`config.mk`:
```
export PLATFORM = sky130hd
export DESIGN_NAME = ce_divider_chain_flat
export DESIGN_NICKNAME = d
export VERILOG_FILES = /design/src/rtl/ce_divider_chain_pkg.sv /design/src/rtl/ce_divider_chain_if.sv /design/src/rtl/ce_divider_chain_stage.sv /design/src/rtl/ce_divider_chain.sv /design/src/flat_wrapper.sv
export SDC_FILE = /design/constraint.sdc
export NUM_CORES = 1
export LEC_CHECK = 0
export ABC_AREA = 0
export ABC_CLOCK_PERIOD_IN_PS = 8500
export CAP_MARGIN = 40
export CORE_MARGIN = 2
export CORE_UTILIZATION = 40
export DETAILED_ROUTE_END_ITERATION = 16
export MAX_ROUTING_LAYER = met4
export SLEW_MARGIN = 0
export SYNTH_ARGS = -nofsm -noshare
export SYNTH_HDL_FRONTEND = slang
export SYNTH_SLANG_ARGS = --single-unit
```
`constraint.sdc`:
```
create_clock -name CLK -period 8.5 [get_ports CLK]
set_clock_uncertainty 0.05 [all_clocks]
set_input_delay 0.85 -clock CLK [delete_from_list [all_inputs] [get_ports CLK]]
set_output_delay 0.85 -clock CLK [all_outputs]
set_load 0.02 [all_outputs]
```
`src/rtl/ce_divider_chain_pkg.sv`:
```
// Shared constants for the clock-enable divider chain.
// Holds clock rate, counter width, display/second divide values and a ratio helper.
package ce_div_pkg;

    localparam int CLK_HZ   = 40_000_000;
    localparam int CEDIV_W  = 26;
    localparam int DIV_SCAN = 39_999;
    localparam int DIV_SEC  = 999;

    // Divide values are stored as ratio-1 so that cnt==div marks the wrap.
    function automatic int unsigned ratio_to_div(input int unsigned r);
        return r - 1;
    endfunction

endpackage

```
`src/rtl/ce_divider_chain_if.sv`:
```
// Control/status bundle of the divider chain.
// master: EN, CLR, LD_VAL, LD_REQ out; LD_ACK, CEOUT (and TGL with CEDIV_TOGGLE_EN) in.
interface ce_divider_chain_if
    import ce_div_pkg::*;
#(
    parameter int NCH = 2,
    parameter int W   = CEDIV_W
);
    logic             EN;
    logic             CLR;
    logic [NCH*W-1:0] LD_VAL;
    logic [NCH-1:0]   LD_REQ;
    logic [NCH-1:0]   LD_ACK;
    logic [NCH-1:0]   CEOUT;
`ifdef CEDIV_TOGGLE_EN
    logic [NCH-1:0]   TGL;
`endif

    modport master (
        output EN, CLR, LD_VAL, LD_REQ,
        input  LD_ACK, CEOUT
`ifdef CEDIV_TOGGLE_EN
        , input TGL
`endif
    );

    modport slave (
        input  EN, CLR, LD_VAL, LD_REQ,
        output LD_ACK, CEOUT
`ifdef CEDIV_TOGGLE_EN
        , output TGL
`endif
    );

endinterface

```
`src/rtl/ce_divider_chain_stage.sv`:
```
// One divider stage: counts ticks, pulses ceout on wrap, adopts new divide on wrap/clr.
// Ports: clk, rst, tick, clr, ld_req, ld_val in; ceout, ld_ack (tgl with CEDIV_TOGGLE_EN) out.
module ce_div_stage
    import ce_div_pkg::*;
#(
    parameter int           W       = CEDIV_W,
    parameter logic [W-1:0] DIV_RST = '0
) (
    input  logic         clk,
    input  logic         rst,
    input  logic         tick,
    input  logic         clr,
    input  logic         ld_req,
    input  logic [W-1:0] ld_val,
`ifdef CEDIV_TOGGLE_EN
    output logic         tgl,
`endif
    output logic         ceout,
    output logic         ld_ack
);

    logic [W-1:0] cnt;
    logic [W-1:0] div;
    logic [W-1:0] shadow;
    logic         pending;

    always_ff @(posedge clk or posedge rst) begin
        if (rst) begin
            cnt     <= '0;
            div     <= DIV_RST;
            shadow  <= '0;
            pending <= 1'b0;
            ceout   <= 1'b0;
            ld_ack  <= 1'b0;
        end else begin
            ceout  <= 1'b0;
            ld_ack <= 1'b0;
            if (clr) begin
                cnt <= '0;
                if (pending) begin
                    div     <= shadow;
                    pending <= 1'b0;
                    ld_ack  <= 1'b1;
                end
            end else if (tick) begin
                if (cnt == div) begin
                    cnt   <= '0;
                    ceout <= 1'b1;
                    if (pending) begin
                        div     <= shadow;
                        pending <= 1'b0;
                        ld_ack  <= 1'b1;
                    end
                end else begin
                    cnt <= cnt + 1'b1;
                end
            end
            // A request on an adopt edge is captured and waits for the next wrap.
            if (ld_req) begin
                shadow  <= ld_val;
                pending <= 1'b1;
            end
        end
    end

`ifdef CEDIV_TOGGLE_EN
    always_ff @(posedge clk or posedge rst) begin
        if (rst)
            tgl <= 1'b0;
        else if (clr)
            tgl <= 1'b0;
        else if (ceout)
            tgl <= ~tgl;
    end
`endif

endmodule

```
`src/rtl/ce_divider_chain.sv`:
```
// Cascade of clock-enable dividers; stage 0 counts EN cycles, stage k counts CEOUT[k-1].
// Ports: CLK, RST (async, active-high), bus (slave). Option: CEDIV_TOGGLE_EN adds bus.TGL.
module ce_divider_chain
    import ce_div_pkg::*;
#(
    parameter int               NCH      = 2,
    parameter int               W        = CEDIV_W,
    parameter logic [NCH*W-1:0] DIV_INIT = {W'(DIV_SEC), W'(DIV_SCAN)}
) (
    input  logic                CLK,
    input  logic                RST,
    ce_divider_chain_if.slave   bus
);

    logic [NCH-1:0] tick;
    logic [NCH-1:0] ceout;
    logic [NCH-1:0] ack;
`ifdef CEDIV_TOGGLE_EN
    logic [NCH-1:0] tgl;
    assign bus.TGL = tgl;
`endif

    assign bus.CEOUT  = ceout;
    assign bus.LD_ACK = ack;

    for (genvar k = 0; k < NCH; k++) begin : g_stage
        if (k == 0) begin : g_t0
            assign tick[k] = bus.EN;
        end else begin : g_tk
            assign tick[k] = ceout[k-1];
        end

        ce_div_stage #(
            .W       (W),
            .DIV_RST (DIV_INIT[k*W +: W])
        ) u_stage (
            .clk    (CLK),
            .rst    (RST),
            .tick   (tick[k]),
            .clr    (bus.CLR),
            .ld_req (bus.LD_REQ[k]),
            .ld_val (bus.LD_VAL[k*W +: W]),
`ifdef CEDIV_TOGGLE_EN
            .tgl    (tgl[k]),
`endif
            .ceout  (ceout[k]),
            .ld_ack (ack[k])
        );
    end

endmodule
```
`src/flat_wrapper.sv`:
```
// flat-port wrapper written by rule: the top's interface ports become plain ports
module ce_divider_chain_flat import ce_div_pkg::*;
#(
    parameter int               NCH      = 2,
    parameter int               W        = CEDIV_W,
    parameter logic [NCH*W-1:0] DIV_INIT = {W'(DIV_SEC), W'(DIV_SCAN)}
)
  (CLK, RST, bus_EN, bus_CLR, bus_LD_VAL, bus_LD_REQ, bus_LD_ACK, bus_CEOUT);
  ce_divider_chain_if #(.NCH(NCH), .W(W)) bus_i ();
  input  logic CLK;
  input  logic RST;
  input wire logic [$bits(bus_i.EN)-1:0] bus_EN;
  input wire logic [$bits(bus_i.CLR)-1:0] bus_CLR;
  input wire logic [$bits(bus_i.LD_VAL)-1:0] bus_LD_VAL;
  input wire logic [$bits(bus_i.LD_REQ)-1:0] bus_LD_REQ;
  output wire logic [$bits(bus_i.LD_ACK)-1:0] bus_LD_ACK;
  output wire logic [$bits(bus_i.CEOUT)-1:0] bus_CEOUT;
  assign bus_i.EN = bus_EN;
  assign bus_i.CLR = bus_CLR;
  assign bus_i.LD_VAL = bus_LD_VAL;
  assign bus_i.LD_REQ = bus_LD_REQ;
  assign bus_LD_ACK = bus_i.LD_ACK;
  assign bus_CEOUT = bus_i.CEOUT;
  ce_divider_chain #(.NCH(NCH), .W(W), .DIV_INIT(DIV_INIT)) u_core (.CLK(CLK), .RST(RST), .bus(bus_i));
endmodule
```
==> summary by stage <==
Timing
The final hold violation count is 0. The final setup violation count is 0. The sum of negative setup slack is 0 ns. The worst pin sits at a relative slew slack of 0.462. Setup repair after global routing left no endpoint under its margin. The max-slew violation total from the final report is 0.

The shortest clock period the worst path allows after layout is 2.99 ns. The worst-margin pin slew is 0.795 ns. The period utilization is 0.352. The top achievable clock speed is 335 MHz.

Floorplan
The die boundary height is 139 um. The die span in x is 139 um. The core area is 0.0180 mm^2. The count of boundary I/O pins is 62.

The initial utilization of the core area, before any placement, comes to 0.407. The die covers 0.0194 mm^2. The row count is 49.

Synthesis
The number of enable flip-flop cells after synthesis is 0. The share of synthesized area in the top cell type comes to 0.493. The number of standard cells after synthesis is 590.

The post-synthesis cell type with the largest combined area is sky130_fd_sc_hd__dfrtp_1. The count of warnings emitted by yosys is 0. The post-synthesis instance area is 0.00731 mm^2.

The number of library cell types mapped by synthesis is 43. The flop and latch count out of synthesis is 162. Dividing the synthesized area by the synthesized cell count gives 12.4 um^2.

Among all flip-flop cells after synthesis, the most frequent one is sky130_fd_sc_hd__dfrtp_1. The fraction of registers with async set or reset after synthesis is 1.00. Counting every net in the synthesized netlist gives 650. After synthesis, the cell types taking the most area are sky130_fd_sc_hd__dfrtp_1, sky130_fd_sc_hd__mux2_2, sky130_fd_sc_hd__xor2_1. For this run, the register share of the synthesized area comes to 0.558.

Outcome
The run finished with clean final reports.

Worst hold path
The endpoint with the worst hold slack is u_core.g_stage[0].u_stage.div[8]. Counting instances, the worst hold path has a depth of 1. The path class of the tightest hold or removal check is reg2reg. The hold path startpoint is u_core.g_stage[0].u_stage.shadow[8].

Global route
Summed over all layers, the global routing overflow is 0. In the global route stage, overall resource usage came out at 0.157. The first global-routing pass estimated 23600 um of wire.

The number of global-route vias before repair came to 4706. The maximum number of pins on one net before global-route repair is 68. The initial antenna violation count is 0.

CTS
In this run, CTS created clock tree buffers numbering 17. After clock tree synthesis, the clock-pin slew on the worst setup and hold paths is 0.06 ns. The clock passes through at most 2 buffers. The later pin in the worst-skew pair is clocked with a latency of 0.43 ns. The TritonCTS clock tree is done. The count of clock tree sinks is 162. CTS built an H-tree with a depth of 4. The count of instances resized after the clock tree is built is 0. After clock tree synthesis, the setup repair step added 0 buffers. The master cell of the clock root buffer is sky130_fd_sc_hd__clkbuf_16. Hold repair after CTS inserted 0 buffers.

Detailed routing
The count of nets left with antenna violations once routing finished came out at 0. The detailed-routing iteration count for the pre-antenna-repair pass is 4. The routed layout has 4538 vias. Using the TritonRoute via totals, the vias-per-cell ratio works out to 5.08. The routed wire length is 14100 um. The number of remaining DRC errors is 0. The detailed router finished its first iteration with 213 violations. The average detailed-routed wire length per instance is 15.7 um.

Critical path
The register-to-register path setup slack is 5.51 ns. The worst setup path is captured at a flop. The signal on the critical path passes through xor2_1, nor4_2, nand4_2, o32ai_4, buf_4, mux2_2. In this run the critical register-to-register path is captured at u_core.g_stage[1].u_stage.div[15]. The cell with the largest stage delay on the worst path is sky130_fd_sc_hd__o32ai_4. Broken down by cell family, the worst path's largest delay share belongs to compound AO/OA/AOI/OAI gates.

The largest single stage delay on the critical path is 0.76 ns. Together, buffers and inverters on the worst path number 1. STA puts the critical path data required time at 8.76 ns. The endpoint arrival time on the critical path is 3.25 ns. The startpoint of the worst register-to-register path is u_core.g_stage[1].u_stage.cnt[13]. By startpoint and endpoint, the worst setup path is classified as reg2reg.

The maximum net fanout on the critical path is 14. STA classifies the critical path startpoint as a flop. The worst reg-to-reg path cell count is 6.

Placed design
The final weighted congestion of routability-driven global placement is 0.899. The number of input and output port buffers inserted is 61. The number of placed cells counting well taps is 862. The half-perimeter wire length after detailed placement is 9880 um.

Finish
The number of antenna diodes in the final layout is 0. Leaving out fill and tap cells, the most frequent cells in the layout are sky130_fd_sc_hd__dfrtp_1, sky130_fd_sc_hd__mux2_2, sky130_fd_sc_hd__nor2_1. The net count reported at finish is 712.

The most frequent standard cell in the layout excluding fill and tap cells is sky130_fd_sc_hd__dfrtp_1. The signed area change from the synthesized netlist to the final layout is 19.7%. Of the cells placed in the final design, the portion with a size suffix greater than 1 is 0.251. The count of cells in the finished layout, fillers not included, comes to 894.

Pwr
In this run the static leakage power is 0.00365 uW. The worst-case IR drop observed on VDD is 0.000160 V. The ratio of total power to cell area is 210 mW/mm^2.

Run
The max capacitance violation total is 0.
## worst register-to-register path, cell delays in order (launching register included)
cell                      delay [ns]
sky130_fd_sc_hd__dfrtp_1        0.45
sky130_fd_sc_hd__xor2_1         0.20
sky130_fd_sc_hd__nor4_2         0.36
sky130_fd_sc_hd__nand4_2        0.34
sky130_fd_sc_hd__o32ai_4        0.76
sky130_fd_sc_hd__buf_4          0.36
sky130_fd_sc_hd__mux2_2         0.37
## cell type report
type                    instances  area, um^2
flip-flops and latches        162        4080
repair buffers                 70         711
fillers                      1580        9220
inverters                      10        42.5
well taps                     229         287
clock buffers                  21         450
multi-input cells             391        3080
clock inverters                11         104
## stage by stage
step,setup slack (ns),total power (uW),util,hold slack (ns),cell area (um^2)
2_1_floorplan,3.25,1050,-,0.425,7310
3_3_place_gp,4.99,1120,0.453,0.435,8130
3_5_place_dp,5.19,1130,0.456,0.441,8190
4_1_cts,5.45,1860,0.487,0.455,8750
5_1_grt,5.33,1920,0.487,0.472,8750
6_report,5.51,1840,0.487,0.450,8750
## layer usage
layer,global-route usage,vias up,routed length (um)
met3,0.0359,10,509
met5,-,-,0
met2,0.263,79,7180
met1,0.193,2295,6240
met4,0.0415,0,123
li1,-,2154,-
## how the worst max path moves through the flow
stage                                      startpoint  cells past startpoint                                end  slack (ns)
finish              u_core.g_stage[1].u_stage.cnt[13]                      6  u_core.g_stage[1].u_stage.div[15]        5.51
detailed placement                            bus_CLR                      5  u_core.g_stage[0].u_stage.div[19]        5.19
CTS                 u_core.g_stage[1].u_stage.cnt[13]                      6  u_core.g_stage[1].u_stage.div[15]        5.45
global route        u_core.g_stage[1].u_stage.cnt[12]                      6  u_core.g_stage[1].u_stage.div[20]        5.33
global placement                              bus_CLR                      6  u_core.g_stage[0].u_stage.cnt[25]        4.99
floorplan                                         RST                      1    u_core.g_stage[0].u_stage.ceout        3.25
## kinds of logic (layout without fill, tap and decap cells)
kind of cell	after synthesis	count (layout)	synth area share
compound gates	25	25	0.0262
xor+xnor	97	97	0.116
fa+ha+maj	2	2	0.00342
buf+inv	37	112	0.0241
flops	162	162	0.558
mux	104	104	0.160
simple gates	163	163	0.112
## cells in the mapped netlist (all sizes together), types with 4 or more instances
cell	instances
dfstp	18
nor3	6
nand2	24
o21ai	4
nand3	15
nand4	13
a21oi	7
and3	6
clkbuf	14
and4	7
nor2	62
xor2	56
buf	13
nor4	16
xnor2	41
dfrtp	144
inv	10
mux2	104
## sequential cells by signal, summed over array words and instances (netlist names)
name / cells
u_core.g_stage.u_stage.div: 52
u_core.g_stage.u_stage.ld_ack: 2
u_core.g_stage.u_stage.cnt: 52
u_core.g_stage.u_stage.pending: 2
u_core.g_stage.u_stage.ceout: 2
u_core.g_stage.u_stage.shadow: 52
## where the power goes
part           switching, uW  internal [uW]  total [uW]
Sequential              53.6            861         915
Clock                    309            412         721
Combinational           81.6            119         200
Power figures use the tool's default switching activity.
